--- src/rtl/digit_step_counter_pkg.sv ---
// Shared types and constants for the push-button digit step counter.
package digit_step_counter_pkg;

   // Width of the seven-segment decoder input that the count drives.
   localparam int COUNT_W = 3;

   // Default number of consecutive stable synchronised samples before a
   // debounced level is allowed to flip.
   localparam int DEBOUNCE_CYCLES_DEF = 4;

   // Debounce counter width; wide enough for the largest supported
   // debounce length (65535).
   localparam int DB_CNT_W = 16;

   typedef logic [COUNT_W-1:0] count_t;

   // Net direction requested by the step pulses in a given cycle.
   typedef enum logic [1:0] {
      STEP_NONE = 2'd0,
      STEP_UP   = 2'd1,
      STEP_DOWN = 2'd2
   } step_dir_t;

   // Up and down pulses on the same cycle cancel each other out.
   function automatic step_dir_t resolve_step(input logic up, input logic down);
      if (up && !down) begin
         return STEP_UP;
      end else if (down && !up) begin
         return STEP_DOWN;
      end else begin
         return STEP_NONE;
      end
   endfunction

endpackage : digit_step_counter_pkg

--- src/rtl/digit_step_counter_btn_debounce.sv ---
// One raw push-button -> synchronised, debounced, single-cycle rising-edge
// pulse. A press is reported once; releasing is filtered the same way so
// release bounce can never look like a new press.
module btn_debounce
   import digit_step_counter_pkg::*;
#(
   parameter int DEBOUNCE_CYCLES = DEBOUNCE_CYCLES_DEF
) (
   input  logic clk,
   input  logic rst_n,
   input  logic raw,
   output logic rise
);

   localparam logic [DB_CNT_W-1:0] LAST_CNT = DB_CNT_W'(DEBOUNCE_CYCLES - 1);

   logic [1:0]          sync_q;
   logic                sample;
   logic                db_level;
   logic                db_level_prev;
   logic [DB_CNT_W-1:0] db_cnt;

   assign sample = sync_q[1];

   // Two-flop synchroniser: sample is the raw button as seen two edges ago.
   // NOTE: non-blocking (<=) in clocked blocks so every flop samples the
   // pre-edge value of its neighbour; blocking here would collapse the chain.
   always_ff @(posedge clk) begin
      if (!rst_n) begin
         sync_q <= '0;
      end else begin
         sync_q <= {sync_q[0], raw};
      end
   end

   // Debounce: count consecutive samples that disagree with the level, any
   // agreeing sample restarts the count, and the level flips once enough
   // disagreeing samples have been seen in a row.
   always_ff @(posedge clk) begin
      if (!rst_n) begin
         db_level <= 1'b0;
         db_cnt   <= '0;
      end else if (sample == db_level) begin
         db_cnt <= '0;
      end else if (db_cnt == LAST_CNT) begin
         db_level <= sample;
         db_cnt   <= '0;
      end else begin
         db_cnt <= db_cnt + 1'b1;
      end
   end

   // Registered rising-edge detect on the debounced level; falls are ignored.
   always_ff @(posedge clk) begin
      if (!rst_n) begin
         db_level_prev <= 1'b0;
         rise          <= 1'b0;
      end else begin
         db_level_prev <= db_level;
         rise          <= db_level & ~db_level_prev;
      end
   end

endmodule : btn_debounce

--- src/rtl/digit_step_counter.sv ---
// Up/down push-button counter wrapping over 0..MAX_VAL, feeding the 3-bit
// seven-segment decoder. Buttons are cleaned by two btn_debounce instances;
// this level only resolves clear/enable/step priority and holds the outputs.
module digit_step_counter
   import digit_step_counter_pkg::*;
#(
   parameter int DEBOUNCE_CYCLES = DEBOUNCE_CYCLES_DEF,
   parameter int MAX_VAL         = 7,
   parameter int INIT_VAL        = 0
) (
   input  logic               clk,
   input  logic               rst_n,
   input  logic               btn_up,
   input  logic               btn_down,
   input  logic               en,
   input  logic               clear,
   output logic [COUNT_W-1:0] count,
   output logic               changed,
   output logic               wrap
);

   localparam count_t MAX_C  = count_t'(MAX_VAL);
   localparam count_t INIT_C = count_t'(INIT_VAL);

   logic      up_rise;
   logic      down_rise;
   step_dir_t step_dir;
   count_t    count_nxt;
   logic      changed_nxt;
   logic      wrap_nxt;

   btn_debounce #(
      .DEBOUNCE_CYCLES (DEBOUNCE_CYCLES)
   ) u_db_up (
      .clk   (clk),
      .rst_n (rst_n),
      .raw   (btn_up),
      .rise  (up_rise)
   );

   btn_debounce #(
      .DEBOUNCE_CYCLES (DEBOUNCE_CYCLES)
   ) u_db_down (
      .clk   (clk),
      .rst_n (rst_n),
      .raw   (btn_down),
      .rise  (down_rise)
   );

   // Net step direction for this cycle; simultaneous up and down cancel.
   always_comb begin
      step_dir = resolve_step(up_rise, down_rise);
   end

   // Priority resolver: clear beats enable, enable gates the step pulses
   // (they are dropped, never queued), then the step wraps at either end.
   // NOTE: every output of this block gets a default first, so no path
   // leaves a value unassigned and no latch is inferred.
   always_comb begin
      count_nxt   = count;
      changed_nxt = 1'b0;
      wrap_nxt    = 1'b0;
      if (clear) begin
         count_nxt   = INIT_C;
         changed_nxt = (count != INIT_C);
      end else if (en) begin
         case (step_dir)
            STEP_UP: begin
               changed_nxt = 1'b1;
               if (count == MAX_C) begin
                  count_nxt = '0;
                  wrap_nxt  = 1'b1;
               end else begin
                  count_nxt = count + 1'b1;
               end
            end
            STEP_DOWN: begin
               changed_nxt = 1'b1;
               if (count == '0) begin
                  count_nxt = MAX_C;
                  wrap_nxt  = 1'b1;
               end else begin
                  count_nxt = count - 1'b1;
               end
            end
            default: begin
               count_nxt = count;
            end
         endcase
      end
   end

   // Output registers: changed and wrap are single-cycle pulses aligned with
   // the edge that loads the new count.
   always_ff @(posedge clk) begin
      if (!rst_n) begin
         count   <= INIT_C;
         changed <= 1'b0;
         wrap    <= 1'b0;
      end else begin
         count   <= count_nxt;
         changed <= changed_nxt;
         wrap    <= wrap_nxt;
      end
   end

endmodule : digit_step_counter

--- config.mk ---
export PLATFORM = sky130hd
export DESIGN_NAME = digit_step_counter
export DESIGN_NICKNAME = d
export VERILOG_FILES = /design/src/rtl/digit_step_counter_pkg.sv /design/src/rtl/digit_step_counter_btn_debounce.sv /design/src/rtl/digit_step_counter.sv
export SDC_FILE = /design/constraint.sdc
export NUM_CORES = 1
export LEC_CHECK = 0
export ABC_CLOCK_PERIOD_IN_PS = 1300
export CORE_MARGIN = 2
export CORE_UTILIZATION = 50
export CTS_CLUSTER_DIAMETER = 80
export DETAILED_ROUTE_END_ITERATION = 10
export HOLD_SLACK_MARGIN = 0.1
export PLACE_DENSITY = 0.81
export SETUP_SLACK_MARGIN = 0.15
export SLEW_MARGIN = 15
export SYNTH_ARGS = -nofsm -noshare
export SYNTH_HDL_FRONTEND = slang
export SYNTH_SLANG_ARGS = --single-unit
--- constraint.sdc ---
create_clock -name clk -period 1.3 [get_ports clk]
set_input_delay 0.39 -clock clk [delete_from_list [all_inputs] [get_ports clk]]
set_output_delay 0.39 -clock clk [all_outputs]
set_load 0.02 [all_outputs]
==> impl_metrics.py <==
metrics = {
    "cells_and_area": {
        "syn2layout_area_growth_pct": 56.2,
        "instances_no_fill": 331,
        "final_nets": 294,
        "final_core_util": 0.810,
        "diodes": 0,
        "layout-drive-gt1-share": 0.502,
        "final_area_um2": 3220,
    },
    "placement": {
        "place.gp.congestion": 0.828,
        "place_inst": 312,
        "portBuffers": 10,
        "dp_hpwl_um": 2880,
        "place_area_um2": 2560,
    },
    "route": {
        "wl_per_cell_um": 20.7,
        "vias": 1911,
        "antenna_left": 0,
        "postRouteWirelength_um": 6840,
        "drt-initial-drc-count": 147,
        "avgViaCountPerCell": 5.77,
        "drc": 0,
        "drt_pre_antenna_iters": 4,
    },
    "global_route": {
        "top_usage_layer": "met2",
        "grt_pass1_vias": 1866,
        "use_met2": 0.443,
        "grt_max_degree": 17,
        "met1_usage": 0.275,
        "antenna_found_initial": 0,
        "met3_usage": 0.0707,
        "grt_first_pass_wirelength_um": 8650,
        "grt_usage": 0.258,
        "grt-ovfl-total": 0,
    },
    "sta": {
        "skew_ns": 0.00851,
        "setup_ws_ns": -0.212,
        "slew_headroom": 0.747,
        "finalSetupViolCount": 37,
        "clock.fmax_mhz": 661,
        "grt_setup_unrepaired": "yes",
        "slew_viol_final": 0,
        "period_share": 1.16,
        "tightest_slew_ns": 0.380,
        "fin_crit_ns": 1.51,
        "final-hold-violation-count": 0,
    },
    "critical_path": {
        "worst-path-max-fanout": 3,
        "critical_path_class": "reg -> reg",
        "crit_slowest_cell": "dfxtp_4",
        "critical-path-max-stage-delay_ns": 0.37,
        "cp.required_ns": 1.51,
        "cp.arrival_ns": 1.72,
        "crit_chain": "ha_4, nor4b_4, nand4_1, buf_4, mux2i_1, nor2b_1",
        "start_kind": "flop",
        "worst_setup_path_end_kind": "flop",
    },
    "synth": {
        "synthDistinctLibCells": 30,
        "yosys.area_share.simple": 0.287,
        "synthTopCellsByCount": "47 x dfxtp_1, 38 x nor2_1, 26 x xnor2_1",
        "synth.mux.area_fraction": 0.0146,
        "synth_top_family_by_area": "simple AND/OR/NAND/NOR gates",
        "ys_ff_latch": 47,
        "synthTopCellsByArea": "dfxtp_1 46%, xnor2_1 11%, nor2_1 6.9%",
        "seq_area_frac_synth": 0.457,
        "ys.flop_type": "dfxtp_1",
        "yosys_warnings": 0,
        "synth_edf_count": 0,
        "synth-adder-area-share": 0.0486,
        "avgSynthCellArea_um2": 9.32,
        "synth.most_common_cell": "dfxtp_1",
        "syn_nets": 235,
        "synthArstFlopShare": 0,
        "synth_cells": 221,
        "yosysTopAreaCell": "dfxtp_1",
        "netlist_area_um2": 2060,
        "synth.top_cell.area_share": 0.457,
        "synth-compound-area-share": 0.0249,
        "synthXorXnorAreaFrac": 0.132,
    },
    "power_and_ir_drop": {
        "finalPower_w": 0.00261,
        "ir_drop_mv": 0.668,
        "p_per_area_nw_per_um2": 810,
        "p_leak_nw": 1.12,
    },
    "floorplanning": {
        "start_util": 0.519,
        "core_area_um2": 3970,
        "rows": 23,
        "fp.dieW_um": 68.2,
        "die_area_um2": 4650,
        "die_h_um": 68.2,
        "ios": 11,
    },
    "clock_network": {
        "clk_pin_slew_ns": 0.09,
        "cts_inserted_buffers": 5,
        "clock_path_buffers": 2,
        "cts_root_buf": "clkbuf_8",
        "hold_buffers": 0,
        "cts.sinks": 47,
        "htreeDepth": 2,
        "tritoncts": "yes",
        "clk_latency_ns": 0.31,
    },
    "hold_path": {
        "min_path_type": "reg -> reg",
    },
    "run_status": {
        "outcome": "complete, but fails checks",
        "violations": "setup timing",
    },
    "flow_run": {
        "max_cap_viol_count": 0,
    },
}
cell usage in the layout, fill, tap and decap left out, types with 5 or more instances in the layout:
cell      count
nor2_4        9
dfxtp_2      14
nor2_1       25
inv_1         9
ha_4          7
buf_4        39
nor4_2        8
xnor2_1      23
dfxtp_1      27
and2_1        6
dfxtp_4       6
xor2_1        5
nand4_1       6
buf_6         8
nand3_1       6
clkbuf_8      5
nor3_1        7
nand2_1       8
nor2_2        6
cells by family (layout without fill, tap and decap cells):
kind of cell             count (synthesis)  after routing
adder cells (fa/ha/maj)                  8              8
multiplexers                             3              3
flip-flops                              47             47
AO/OA/AOI/OAI                            7              7
buffers and inverters                   16             76
AND/OR/NAND/NOR                        109            109
XOR/XNOR                                31             31
metrics by stage:
step	setup WS, ns	hold WS [ns]	setup TNS [ns]
final	-0.212	0.409	-5.67
after detailed placement	-0.244	0.374	-8.34
after global placement	-0.231	0.365	-7.89
after global routing	-0.251	0.422	-7.29
after CTS	-0.112	0.392	-1.71
after floorplan	0.0368	0.360	0
path summary, 6_finish.rpt:
check	from	end	slack, ns	cells past startpoint
max	u_db_up.db_cnt[0]$_SDFF_PP0_	u_db_up.db_level$_SDFFE_PN0P_	-0.21	6
min	u_db_down.db_level_prev$_SDFF_PN0_	u_db_down.rise$_SDFF_PN0_	0.41	1
max reg2reg	u_db_up.db_cnt[0]$_SDFF_PP0_	u_db_up.db_level$_SDFFE_PN0P_	-0.21	6
min reg2reg	u_db_down.db_level_prev$_SDFF_PN0_	u_db_down.rise$_SDFF_PN0_	0.41	1
flip-flops by register name (all words and copies together) (netlist names):
signal,count
u_db_down.db_level_prev,1
u_db_up.db_level_prev,1
wrap,1
changed,1
u_db_down.db_cnt,16
u_db_up.sync_q,2
count,3
u_db_up.db_cnt,16
u_db_up.rise,1
u_db_down.db_level,1
u_db_up.db_level,1
u_db_down.sync_q,2
u_db_down.rise,1
worst max-delay path: cells and delay by family, from the launching register on:
| kind | cells | cell delay (ns) |
|---|---|---|
| buf+inv | 1 | 0.21 |
| flops | 1 | 0.37 |
| mux | 1 | 0.15 |
| simple gates | 3 | 0.54 |
| fa+ha+maj | 1 | 0.15 |
metal layers:
layer	wire [um]	vias to the layer above
met5	0	-
met4	357	0
met3	347	34
met2	3540	78
met1	2600	929
li1	-	870
power by group:
group | total (W) | switching (W) | internal (W)
clock | 0.00108 | 0.000512 | 0.000564
sequential | 0.00144 | 0.00000547 | 0.00144
combinational | 0.0000905 | 0.0000423 | 0.0000482
repair_timing:
action,in CTS,in global routing
resized for setup,81,46
setup buffers,8,2
gates cloned,1,0
endpoints found under the setup margin,44,44
pin swaps,9,17
area by class of cell:
type | instances | area (um^2)
multi-input cells | 158 | 1480
flip-flops and latches | 47 | 981
fillers | 190 | 754
repair buffers | 57 | 539
clock buffers | 5 | 68.8
well taps | 50 | 62.6
inverters | 11 | 48.8
clock inverters | 3 | 38.8
Power figures use the tool's default switching activity.
